<file path="src/rtl/tx_ctrl_pkg.sv">
// Shared types, field widths and the saturating gain-step helper for the
// tx_core configuration sequencer.
package tx_ctrl_pkg;

  localparam int GAIN_W  = 8;
  localparam int PHASE_W = 16;
  localparam int PD_W    = 1;
  localparam int SCALE_W = 4;

  typedef enum logic [2:0] {
    ST_IDLE     = 3'd0,
    ST_FADE_OUT = 3'd1,
    ST_APPLY    = 3'd2,
    ST_SETTLE   = 3'd3,
    ST_TRACK    = 3'd4
  } tx_seq_state_t;

  typedef struct packed {
    logic [GAIN_W-1:0]  gain;
    logic [PHASE_W-1:0] phase_inc;
    logic [PD_W-1:0]    pre_distortion;
    logic [SCALE_W-1:0] scale;
  } tx_cfg_t;

  // One ramp step toward target: lands exactly on target when within one
  // step, so the result can neither overshoot nor wrap.
  function automatic logic [GAIN_W-1:0] ramp_step(
    input logic [GAIN_W-1:0] gain,
    input logic [GAIN_W-1:0] target,
    input logic [GAIN_W-1:0] step
  );
    logic [GAIN_W-1:0] diff;
    if (target > gain) begin
      diff = target - gain;
      if (diff <= step) ramp_step = target;
      else              ramp_step = gain + step;
    end else begin
      diff = gain - target;
      if (diff <= step) ramp_step = target;
      else              ramp_step = gain - step;
    end
  endfunction

endpackage

</file>
<file path="src/rtl/gain_ramp.sv">
// Step timer plus saturating gain stepper. The timer reloads on start and
// fires one step every STEP_INTERVAL cycles while enabled.
module gain_ramp
  import tx_ctrl_pkg::*;
#(
  parameter int GAIN_STEP     = 1,
  parameter int STEP_INTERVAL = 16
) (
  input  logic              clock,
  input  logic              reset_n,
  input  logic              start,
  input  logic              enable,
  input  logic [GAIN_W-1:0] target,
  input  logic [GAIN_W-1:0] gain,
  output logic [GAIN_W-1:0] gain_next,
  output logic              at_target
);

  localparam int TIMER_W = (STEP_INTERVAL > 1) ? $clog2(STEP_INTERVAL) : 1;
  localparam logic [TIMER_W-1:0] TIMER_RELOAD = TIMER_W'(STEP_INTERVAL - 1);
  localparam logic [GAIN_W-1:0]  STEP_SIZE    = GAIN_W'(GAIN_STEP);

  logic [TIMER_W-1:0] timer_r;
  logic               step_s;

  // A step fires at terminal count while ramping; a reload suppresses it.
  always_comb begin
    step_s    = enable && !start && (timer_r == {TIMER_W{1'b0}});
    at_target = (gain == target);
    if (step_s) gain_next = ramp_step(gain, target, STEP_SIZE);
    else        gain_next = gain;
  end

  // Step interval counter: reload on entry and after every step.
  always_ff @(posedge clock or negedge reset_n) begin
    if (!reset_n)     timer_r <= TIMER_RELOAD;
    else if (start)   timer_r <= TIMER_RELOAD;
    else if (step_s)  timer_r <= TIMER_RELOAD;
    else if (enable)  timer_r <= timer_r - TIMER_W'(1);
    else              timer_r <= timer_r;
  end

endmodule

</file>
<file path="src/rtl/tx_config_sequencer.sv">
// Glitch-free run-time configuration sequencer for tx_core: fades gain out,
// applies new LO/pre-distortion/scale, waits for the path to flush, then
// ramps gain to the (mute-aware) target.
module tx_config_sequencer
  import tx_ctrl_pkg::*;
#(
  parameter int GAIN_STEP     = 1,
  parameter int STEP_INTERVAL = 16,
  parameter int SETTLE_CYCLES = 64
) (
  input  logic               clock,
  input  logic               reset_n,
  input  logic               cfg_valid,
  output logic               cfg_ready,
  input  logic [GAIN_W-1:0]  cfg_mixer_gain,
  input  logic [PHASE_W-1:0] cfg_lo_dds_phase_inc,
  input  logic               cfg_enable_pre_distortion,
  input  logic [SCALE_W-1:0] cfg_scale_select,
  input  logic               mute_request,
  output logic               busy,
  output logic               cfg_done,
  output logic [GAIN_W-1:0]  mixer_gain,
  output logic [PHASE_W-1:0] lo_dds_phase_inc,
  output logic               enable_pre_distortion,
  output logic [SCALE_W-1:0] scale_select
);

  localparam int SETTLE_W = (SETTLE_CYCLES > 1) ? $clog2(SETTLE_CYCLES) : 1;

  tx_seq_state_t      state_r, state_s;
  tx_cfg_t            shadow_r;
  logic               pending_r;
  logic [SETTLE_W-1:0] settle_cnt_r;

  logic               accept_s, same_path_s, start_s, enable_s, at_target_s;
  logic [GAIN_W-1:0]  target_s, ramp_target_s, gain_next_s;
  logic [GAIN_W-1:0]  gain_d_s;
  logic [PHASE_W-1:0] phase_d_s;
  logic               pd_d_s, done_d_s, ready_d_s, busy_d_s;
  logic [SCALE_W-1:0] scale_d_s;

  // Handshake decode, effective target and ramp control.
  always_comb begin
    accept_s    = cfg_valid && cfg_ready;
    same_path_s = (cfg_lo_dds_phase_inc == lo_dds_phase_inc) &&
                  (cfg_enable_pre_distortion == enable_pre_distortion) &&
                  (cfg_scale_select == scale_select);
    if (mute_request) target_s = 8'd0;
    else              target_s = shadow_r.gain;
    if (state_r == ST_FADE_OUT) ramp_target_s = 8'd0;
    else                        ramp_target_s = target_s;
    enable_s = (state_r == ST_FADE_OUT) || (state_r == ST_TRACK);
    start_s  = ((state_s == ST_FADE_OUT) || (state_s == ST_TRACK)) && (state_s != state_r);
  end

  gain_ramp #(
    .GAIN_STEP     (GAIN_STEP),
    .STEP_INTERVAL (STEP_INTERVAL)
  ) u_gain_ramp (
    .clock     (clock),
    .reset_n   (reset_n),
    .start     (start_s),
    .enable    (enable_s),
    .target    (ramp_target_s),
    .gain      (mixer_gain),
    .gain_next (gain_next_s),
    .at_target (at_target_s)
  );

  // Sequencer state register.
  always_ff @(posedge clock or negedge reset_n) begin
    if (!reset_n) state_r <= ST_IDLE;
    else          state_r <= state_s;
  end

  // Next-state logic; an accepted request outranks a mute mismatch in IDLE.
  always_comb begin
    state_s = state_r;
    case (state_r)
      ST_IDLE: begin
        if (accept_s) begin
          if (same_path_s) state_s = ST_TRACK;
          else             state_s = ST_FADE_OUT;
        end else if (mixer_gain != target_s) begin
          state_s = ST_TRACK;
        end else begin
          state_s = ST_IDLE;
        end
      end
      ST_FADE_OUT: begin
        if (mixer_gain == 8'd0) state_s = ST_APPLY;
        else                    state_s = ST_FADE_OUT;
      end
      ST_APPLY: state_s = ST_SETTLE;
      ST_SETTLE: begin
        if (settle_cnt_r == {SETTLE_W{1'b0}}) state_s = ST_TRACK;
        else                                  state_s = ST_SETTLE;
      end
      ST_TRACK: begin
        if (at_target_s) state_s = ST_IDLE;
        else             state_s = ST_TRACK;
      end
      default: state_s = ST_IDLE;
    endcase
  end

  // Next values for the registered outputs.
  always_comb begin
    gain_d_s  = mixer_gain;
    phase_d_s = lo_dds_phase_inc;
    pd_d_s    = enable_pre_distortion;
    scale_d_s = scale_select;
    case (state_r)
      ST_FADE_OUT, ST_TRACK: gain_d_s = gain_next_s;
      ST_APPLY: begin
        phase_d_s = shadow_r.phase_inc;
        pd_d_s    = shadow_r.pre_distortion;
        scale_d_s = shadow_r.scale;
      end
      default: gain_d_s = mixer_gain;
    endcase
    done_d_s  = (state_r == ST_TRACK) && (state_s == ST_IDLE) && pending_r;
    ready_d_s = (state_s == ST_IDLE);
    busy_d_s  = (state_s != ST_IDLE);
  end

  // Output registers toward tx_core and the request interface.
  always_ff @(posedge clock or negedge reset_n) begin
    if (!reset_n) begin
      mixer_gain            <= 8'd0;
      lo_dds_phase_inc      <= 16'd0;
      enable_pre_distortion <= 1'b0;
      scale_select          <= 4'd0;
      cfg_done              <= 1'b0;
      cfg_ready             <= 1'b1;
      busy                  <= 1'b0;
    end else begin
      mixer_gain            <= gain_d_s;
      lo_dds_phase_inc      <= phase_d_s;
      enable_pre_distortion <= pd_d_s;
      scale_select          <= scale_d_s;
      cfg_done              <= done_d_s;
      cfg_ready             <= ready_d_s;
      busy                  <= busy_d_s;
    end
  end

  // Shadow of the last accepted request and its completion flag.
  always_ff @(posedge clock or negedge reset_n) begin
    if (!reset_n) begin
      shadow_r  <= '{gain: 8'd0, phase_inc: 16'd0, pre_distortion: 1'b0, scale: 4'd0};
      pending_r <= 1'b0;
    end else if (accept_s) begin
      shadow_r  <= '{gain: cfg_mixer_gain, phase_inc: cfg_lo_dds_phase_inc,
                     pre_distortion: cfg_enable_pre_distortion, scale: cfg_scale_select};
      pending_r <= 1'b1;
    end else if (done_d_s) begin
      shadow_r  <= shadow_r;
      pending_r <= 1'b0;
    end else begin
      shadow_r  <= shadow_r;
      pending_r <= pending_r;
    end
  end

  // Flush hold counter: loaded in APPLY, counts down through SETTLE.
  always_ff @(posedge clock or negedge reset_n) begin
    if (!reset_n)
      settle_cnt_r <= {SETTLE_W{1'b0}};
    else if (state_r == ST_APPLY)
      settle_cnt_r <= SETTLE_W'(SETTLE_CYCLES - 1);
    else if ((state_r == ST_SETTLE) && (settle_cnt_r != {SETTLE_W{1'b0}}))
      settle_cnt_r <= settle_cnt_r - SETTLE_W'(1);
    else
      settle_cnt_r <= settle_cnt_r;
  end

endmodule

</file>
<file path="config.mk">
export PLATFORM = sky130hd
export DESIGN_NAME = tx_config_sequencer
export DESIGN_NICKNAME = d
export VERILOG_FILES = /design/src/rtl/tx_ctrl_pkg.sv /design/src/rtl/gain_ramp.sv /design/src/rtl/tx_config_sequencer.sv
export SDC_FILE = /design/constraint.sdc
export NUM_CORES = 1
export LEC_CHECK = 0
export CAP_MARGIN = 20
export CORE_UTILIZATION = 35
export CTS_CLUSTER_SIZE = 24
export DETAILED_ROUTE_END_ITERATION = 12
export PLACE_DENSITY_LB_ADDON = 0.05
export REMOVE_ABC_BUFFERS = 1
export SETUP_SLACK_MARGIN = 0.02
export SLEW_MARGIN = 20
export SYNTH_ARGS = -nofsm -noshare
export SYNTH_HDL_FRONTEND = slang
export SYNTH_HIERARCHICAL = 1
export SYNTH_SLANG_ARGS = --single-unit
</file>
<file path="constraint.sdc">
create_clock -name clock -period 6.6 [get_ports clock]
set_input_delay 0.66 -clock clock [delete_from_list [all_inputs] [get_ports clock]]
set_output_delay 0.66 -clock clock [all_outputs]
set_load 0.05 [all_outputs]
</file>
# --- Word-level counts from Yosys, hierarchy flattened ---
# Cells that the tools add are included.
word_totals:
  register_bits: 75
  wordCells: 79
  out_inout_bits: 32
op_classes:
  n_lt_le_gt_ge: 3
  n_eq_ne: 12
  n_mux: 19
  reduce_logical: 24
  addsub: 6
ops:
  columns: ["op", "count"]
  rows:
  - ["8-bit two-way mux", 5]
  - ["16-bit == test", 1]
  - ["8-bit by 1-bit less-or-equal comparator with 1-bit output, second input constant", 2]
  - ["8-bit subtractor", 2]
  - ["3-bit two-way mux", 5]
  - ["3-bit one-hot mux with 5 select lines", 1]
  - ["4-bit two-way mux", 3]
  - ["6-bit two-way mux", 2]
  - ["1-bit logical AND", 9]
  - ["8-bit by 1-bit adder with 8-bit output, second input constant", 1]
  - ["8-bit == test", 1]
  - ["8-bit > comparator", 1]
  - ["8-bit zero test", 1]
  - ["8-bit != test", 1]
  - ["8-bit by 1-bit subtractor with 8-bit output, second input constant", 1]
  - ["3-bit by 1-bit == test with 1-bit output, second input constant", 2]
  - ["3-bit by 2-bit == test with 1-bit output, second input constant", 2]
  - ["3-bit == test, second input constant", 2]
  - ["3-bit zero test", 2]
  - ["6-bit zero test", 1]
  - ["3-bit nonzero test", 2]
  - ["6-bit nonzero test", 1]
  - ["6-bit by 1-bit subtractor with 6-bit output, second input constant", 1]
  - ["4-bit == test", 1]
  - ["other kinds (11)", 14]

# --- Longest topological paths before layout ---
# Gate-level depths: netlist of run 1.
logic_depth:
  word_depth: 14
  depth_mapped: 20

# --- Cells and area by module ---
# The synthesis of run 1 kept the hierarchy.
by_module_without_submodules:
  columns: ["module", "n_inst", "area_per_inst_um2", "cells_each", "seq_area_each_um2"]
  rows:
  - ["tx_config_sequencer", 1, 3285.7, 304, 1778.0]
  - ["gain_ramp", 1, 1571.5, 212, 105.1]

# --- Worst setup path after synthesis of run 1 ---
# No wires, ideal clock.
synth_timing:
  path_kind: "input to register"
  startpoint: "input port mute_request"
  endpoint: "register mixer_gain[4]"
  stages: 12
  slack_ns: 2.759
  arrival_time_ns: 3.717
  cell_sequence: "clkbuf_1 nor3_1 inv_1 fa_1 or2b_1 a211oi_1 o21bai_1 or4_1 clkbuf_1 o22ai_1 o31ai_2 mux2_2"
synth_via:
  elab_chain_len: 12
  word_cells_on_any_way: 25
  classes_between: "2 x add/sub; 3 x order compare; 5 x eq/ne; 9 x mux; 6 x reduce/logical"
synth_lines:
  columns: ["item", "line_no", "rtl"]
  rows:
  - ["start: declaration", "tx_config_sequencer.sv:19", "input logic mute_request,"]
  - ["8-bit two-way mux (*)", "tx_config_sequencer.sv:48", "if (mute_request) target_s = 8'd0;"]
  - ["8-bit two-way mux (*)", "tx_config_sequencer.sv:50", "if (state_r == ST_FADE_OUT) ramp_target_s = 8'd0;"]
  - ["named net ramp_target_s[1]", "tx_config_sequencer.sv:36", "logic [GAIN_W-1:0] target_s, ramp_target_s, gain_next_s;"]
  - ["branches (longest 10 deep; another with 8-bit subtractor)", null, null]
  - ["end signal: assignment", "tx_config_sequencer.sv:138", "mixer_gain <= gain_d_s;"]
  - ["end: declaration", "tx_config_sequencer.sv:22", "output logic [GAIN_W-1:0] mixer_gain,"]
# Mark *: on every way through the listed nets, which the timed path passes.
# A chain may end at the register's enable or synchronous reset.

# --- Worst setup path in the final report of run 1 ---
layout_timing:
  startpoint: "input port mute_request"
  endpoint: "register mixer_gain[0]"
# The elaborated chain is that of the path after synthesis.

==> flow_metrics.py, run 1 <==
metrics = {
    "grt": {
        "first_global_vias": 3997,
        "antenna_found_initial": 0,
        "grt_max_degree": 76,
        "grt_use_total_pct": 18.7,
        "grt_pass1_wl_mm": 20.9,
        "grt-ovfl-total": 0,
    },
    "power": {
        "combinationalPowerShare_pct": 51.7,
        "p_sw_mw": 1.19,
        "p_int_mw": 1.49,
        "p_sw_share_pct": 44.4,
        "power.total_mw": 2.67,
        "pwr-share-seq_pct": 31.0,
        "power_frac_clock_pct": 17.3,
        "pwr_density_cell_mw_per_mm2": 450,
        "ir_drop_mv": 0.236,
        "p_leak_nw": 2.50,
    },
    "layout": {
        "areaGrowthSynthToFinish_pct": 22.4,
        "layout_common_cells": "nand2_1, dfrtp_1, clkdlybuf4s50_1",
        "drive_gt1_share_pct": 13.6,
        "antennaDiodeCount": 0,
        "fin_nets": 629,
        "final_common_cell": "nand2_1",
    },
    "clock_network": {
        "clock_path_buffers": 2,
        "clock_latency_ns": 0.34,
        "root_buffer": "clkbuf_16",
        "cts.sinks": 75,
        "h-tree-depth": 3,
        "clk_pin_slew_ns": 0.06,
        "post_cts_resized": 0,
        "cts_buffers": 9,
        "tritoncts": "done",
        "post_cts_buffers": 0,
        "postCtsHoldBufs": 0,
    },
    "routing": {
        "routed_wl_mm": 12.6,
        "final_antenna_net_count": 0,
        "drcViolationCount": 0,
        "wl_per_cell_um": 16.7,
        "dr.pass1.iters": 4,
        "drtIter0Drc": 254,
        "via_per_inst": 5.20,
        "vias": 3933,
    },
    "timing": {
        "slew_headroom_pct": 30.8,
        "post-route-period-util_pct": 72.0,
        "period_needed_ns": 4.75,
        "tns_ns": 0,
        "tightest_slew_ns": 1.03,
        "finalHoldViolations": 0,
        "rsz0062_at_grt": "false",
        "drv_slew": 0,
        "finClkSkew_ns": 0.00654,
        "setup_violations": 0,
        "max_clock_freq_mhz": 210,
    },
    "place": {
        "routabilityCongestion": 0.833,
        "dp_hpwl_mm": 8.93,
        "io_buffers": 64,
    },
    "setup_path": {
        "critPathMaxFanout": 14,
        "endpoint_kind": "flip-flop",
        "worstSetupStartpointType": "primary input",
        "required_ns": 6.83,
        "path_class": "primary input to flip-flop",
        "arrival_ns": 4.98,
    },
    "worst_hold_path": {
        "hold_path.class": "primary input to async pin",
    },
    "synthesis": {
        "synth_edf_count": 0,
        "syn-cell-area_mm2": 0.00486,
        "yosysWarnings": 6,
        "async_flop_share_pct": 100,
        "synthCells": 516,
        "syn_avg_cell_area_um2": 9.41,
        "ys.flop_type": "dfrtp_1",
        "synth-seq-area-share_pct": 38.8,
        "synth-seq-cells": 75,
        "synth_cell_types": 69,
    },
    "floorplan": {
        "core_mm2": 0.0134,
        "boundaryPins": 65,
        "die_h_um": 120,
        "num_rows": 42,
        "die_w_um": 120,
        "dieArea_mm2": 0.0144,
        "start_util_pct": 36.2,
    },
    "flow_run": {
        "maxCapViolCount": 0,
    },
    "status": {
        "status": "finished, final reports clean",
    },
}
-- state kept, by name, summed over array words and instances (netlist names) --
signal and count:
busy 1, cfg_done 1, cfg_ready 1, enable_pre_distortion 1, lo_dds_phase_inc 16, mixer_gain 8
pending_r 1, scale_select 4, settle_cnt_r 6, shadow_r 29, state_r 3, u_gain_ramp/timer_r 4
-- cell families after synthesis --
| kind of cell | Yosys count | share of synthesized area (%) |
|---|---|---|
| AOI/OAI and AO/OA | 85 | 13.9 |
| xor gates and xnor gates | 43 | 7.75 |
| adders and majority gates | 21 | 5.72 |
| buffers and inverters | 51 | 4.53 |
| DFF | 75 | 38.8 |
| muxes | 42 | 9.58 |
| and+or+nand+nor | 199 | 19.8 |
-- worst paths after layout --
check / start / slack, ns / cells after the start / to
max: mute_request / 1.85 / 11 / mixer_gain[0]
min: reset_n / 0.25 / 1 / lo_dds_phase_inc[7]
max reg2reg: state_r[1] / 2.13 / 11 / mixer_gain[0]
min reg2reg: shadow_r[7] / 0.46 / 2 / lo_dds_phase_inc[2]
max in group asynchronous: reset_n / 5.71 / 2 / u_gain_ramp/timer_r[0]
min in group clock: shadow_r[7] / 0.46 / 2 / lo_dds_phase_inc[2]
-- cells in the mapped netlist (3+ instances only) --
master     n  area, um2
o211ai_1   4       30.0
nand3_1    8       40.0
o21ai_0    8       40.0
nor2b_1    4       25.0
nor4_1     7       43.8
mux2_2    36        405
and3_1     5       31.3
o22ai_1    8       50.1
nor3_1    12       60.1
o31ai_1    7       52.6
clkbuf_1  11       41.3
a22o_1     4       35.0
xnor2_1   37        324
nand4_1    7       43.8
a21oi_1    9       45.0
a211oi_1   5       37.5
mux2i_1    6       60.1
inv_1     30        113
dfstp_2    5        131
nand2_1   99        372
a21o_1     5       37.5
o21bai_1   3       22.5
nand2b_1   9       56.3
ha_1      19        238
a221oi_1   3       26.3
xor2_1     6       52.6
buf_1      4       15.0
and2_1     7       43.8
nor2_1    23       86.3
dfrtp_1   70       1750
buf_6      3       33.8
-- layer usage --
metal | vias to the layer above | track usage, % | share of wire (%)
met4 | 0 | 7.34 | 2.0
met2 | 83 | 29.4 | 46
met3 | 19 | 3.94 | 4.0
met5 | - | 0 | 0
li1 | 1916 | - | -
met1 | 1915 | 25.2 | 48
-- worst max-delay path: stages --
cell	delay, ns
clkdlybuf4s50_1	0.58
nor3_1	0.60
inv_1	0.21
fa_1	0.49
or2b_1	0.27
a211oi_1	0.29
o21bai_1	0.38
nor4_1	0.84
nor4_1	0.10
a211o_1	0.29
mux2_2	0.25
-- per-stage QoR --
step	setup slack, ns	instances	utilization [%]	instance area (um2)	hold WS, ns
global route	1.68	756	44.4	5950	0.272
floorplan	2.83	495	-	4750	0.364
global placement	1.61	739	42.1	5640	0.437
CTS	1.94	755	44.2	5920	0.463
detailed placement	1.59	739	42.1	5640	0.456
finish	1.85	756	44.4	5950	0.248
-- area by class of cell --
type                       instances  area [um2]
multi-input combinational        390        2750
sequential                        75        1880
tap                              176         220
clock buffer                      10         239
timing repair buffer              69         696
fill                            1343        7450
clock inverter                     6        41.3
inverter                          30         113
-- power groups by stage --
stage               clock network [mW]  registers, mW  logic [mW]
CTS                              0.479          0.828        1.39
finish                           0.464          0.829        1.38
detailed placement                   0          0.834        1.38
global route                     0.497          0.858        1.52
floorplan                            0          0.997       0.792
global placement                     0          0.829        1.37
No activity file was read; power rests on OpenSTA's default activity.
==> run 2: changes to the inputs <==
==> constraint.sdc (replaced) <==
create_clock -name clock -period 4.19 [get_ports clock]
set_input_delay 0.419 -clock clock [delete_from_list [all_inputs] [get_ports clock]]
set_output_delay 0.419 -clock clock [all_outputs]
set_load 0.05 [all_outputs]
==> run 2 against run 1 <==
Count of clock-buffer cells in the layout increased by 1. Non-clock buffer count grew 21. Final area grew 2.8%. First-iteration DRC count rose by 6.3%. Global-route usage is 0.13 points lower. Sequential share of layout area fell by 0.86 points. Critical path type unchanged. Final cell count increased by 2.8%. Total power increased by 64%. Critical path depth grew 3. Critical endpoint unchanged. Core utilization up 1.2 points. Worst hold slack got worse by 0.17 ns. Sequential power rose by 53%.
==> flow_metrics.py, run 2 (synthesis gave the netlist of run 1 again) <==
metrics = {
    "status": {
        "status": "finished, final reports clean",
    },
    "setup_path": {
        "r2r_cells": 15,
        "critPathMaxFanout": 13,
        "crit_path_max_incr_delay_ns": 0.47,
        "slowest_stage": "clkdlybuf4s50_1",
        "required_ns": 4.40,
        "r2r-start": "state_r[0]",
        "path_cells": "clkdlybuf4s50_1 > nor3_1 > inv_1 > ha_1 > fa_1 > or2b_1 > a211oi_1 > o21bai_1 > buf_4 > nor4_1 > buf_4 > nor4_1 > a211o_1 > mux2_2",
        "arrival_ns": 4.06,
        "worstSetupStartpointType": "primary input",
        "rrSetupSlack_ns": 0.38,
        "timing.rr.end": "mixer_gain[0]",
        "path_class": "primary input to flip-flop",
        "endpoint_kind": "flip-flop",
    },
    "timing": {
        "period_needed_ns": 3.84,
        "tightest_slew_ns": 0.784,
        "slew_headroom_pct": 47.1,
        "post-route-period-util_pct": 91.7,
        "rsz0062_at_grt": "false",
        "max_clock_freq_mhz": 260,
        "finClkSkew_ns": 0.00768,
        "tns_ns": 0,
        "finalHoldViolations": 0,
        "drv_slew": 0,
        "setup_violations": 0,
    },
    "grt": {
        "grt-ovfl-total": 0,
        "first_global_vias": 4021,
        "antenna_found_initial": 0,
        "grt_pass1_wl_mm": 20.8,
        "grt_max_degree": 76,
        "grt_use_total_pct": 18.6,
    },
    "floorplan": {
        "start_util_pct": 36.2,
        "num_rows": 42,
        "dieArea_mm2": 0.0144,
        "core_mm2": 0.0134,
        "die_h_um": 120,
        "boundaryPins": 65,
        "die_w_um": 120,
    },
    "clock_network": {
        "clock_latency_ns": 0.33,
        "clk_pin_slew_ns": 0.06,
        "clock_path_buffers": 2,
        "tritoncts": "done",
        "root_buffer": "clkbuf_16",
        "h-tree-depth": 3,
        "cts_buffers": 9,
        "post_cts_buffers": 0,
        "cts.sinks": 75,
    },
    "power": {
        "p_leak_nw": 2.61,
        "ir_drop_mv": 0.324,
        "pwr_density_cell_mw_per_mm2": 717,
    },
    "layout": {
        "layout_common_cells": "nand2_1, dfrtp_1, clkdlybuf4s50_1",
        "drive_gt1_share_pct": 16.5,
        "largest_register": "shadow_r",
        "largest_reg_flops": 29,
        "fin_nets": 650,
        "fin_cells": 777,
        "multi_input_area_mm2": 0.00276,
        "regArea_mm2": 0.00188,
        "final_common_cell": "nand2_1",
        "nFillCells": 1334,
        "antennaDiodeCount": 0,
        "biggestRegsByFlops": "shadow_r (29), lo_dds_phase_inc (16), mixer_gain (8)",
        "areaGrowthSynthToFinish_pct": 25.8,
    },
    "routing": {
        "dr.pass1.iters": 4,
        "drtIter0Drc": 270,
        "routed_wl_mm": 12.5,
        "via_per_inst": 5.13,
        "vias": 3983,
        "final_antenna_net_count": 0,
        "wl_per_cell_um": 16.1,
        "drcViolationCount": 0,
    },
    "place": {
        "io_buffers": 64,
        "routabilityCongestion": 0.850,
        "dp_hpwl_mm": 9.18,
        "dp_cells": 761,
    },
    "worst_hold_path": {
        "hold_path.class": "primary input to async pin",
    },
    "flow_run": {
        "maxCapViolCount": 0,
    },
}
-- run 2: cell type report --
type                       instances  share of cell area (%)
multi-input combinational        390                    45.1
clock buffer                      11                    3.97
tap                              176                    3.60
timing repair buffer              90                    13.7
inverter                          30                    1.84
sequential                        75                    30.8
clock inverter                     5                   0.983
-- run 2: worst max-delay path, delay by kind of cell --
kind	cells	cell delay [ns]
simple gates	4	1.04
fa+ha+maj	2	0.63
compound gates	3	0.72
mux	1	0.26
buf+inv	4	0.97
-- run 2: repair_timing --
action	in CTS	in global routing
endpoints found under the hold margin	0	0
endpoints found under the setup margin	0	1
gates resized for setup	0	1
hold buffers	0	0
-- run 2: power by group --
| group | internal (mW) | total, mW | leakage [nW] | switching, mW |
|---|---|---|---|---|
| Sequential | 1.03 | 1.27 | 0.908 | 0.234 |
| Clock | 0.481 | 0.792 | 0.147 | 0.311 |
| Combinational | 0.980 | 2.32 | 1.55 | 1.34 |
-- run 2: layer usage --
| layer | share of wire, % | routed length [um] | global-route usage (%) |
|---|---|---|---|
| met1 | 46 | 5700 | 24.9 |
| met2 | 50 | 6180 | 29.6 |
| met3 | 3.7 | 466 | 4.04 |
| met4 | 1.0 | 125 | 6.72 |
| met5 | 0 | 0 | 0 |
-- run 2: worst max-delay path by stage --
stage	depth (start not counted)	from	slack [ns]	end
6_report	14	mute_request	0.35	mixer_gain[0]
5_1_grt	13	state_r[0]	0.05	mixer_gain[0]
4_1_cts	12	state_r[2]	0.31	mixer_gain[0]
3_5_place_dp	14	mute_request	0.01	mixer_gain[0]
3_3_place_gp	12	mute_request	0.03	mixer_gain[0]
2_1_floorplan	12	state_r[0]	0.50	mixer_gain[5]
-- run 2: per-stage QoR --
stage / utilization, % / hold slack [ns] / cell area, um2 / setup WS [ns] / power (mW)
floorplan: - / 0.123 / 4750 / 0.499 / 2.82
global route: 45.6 / 0.156 / 6110 / 0.0532 / 4.69
detailed placement: 43.3 / 0.453 / 5800 / 0.0128 / 3.59
finish: 45.6 / 0.0798 / 6110 / 0.347 / 4.38
CTS: 45.6 / 0.279 / 6110 / 0.312 / 4.42
global placement: 43.3 / 0.440 / 5800 / 0.0325 / 3.58
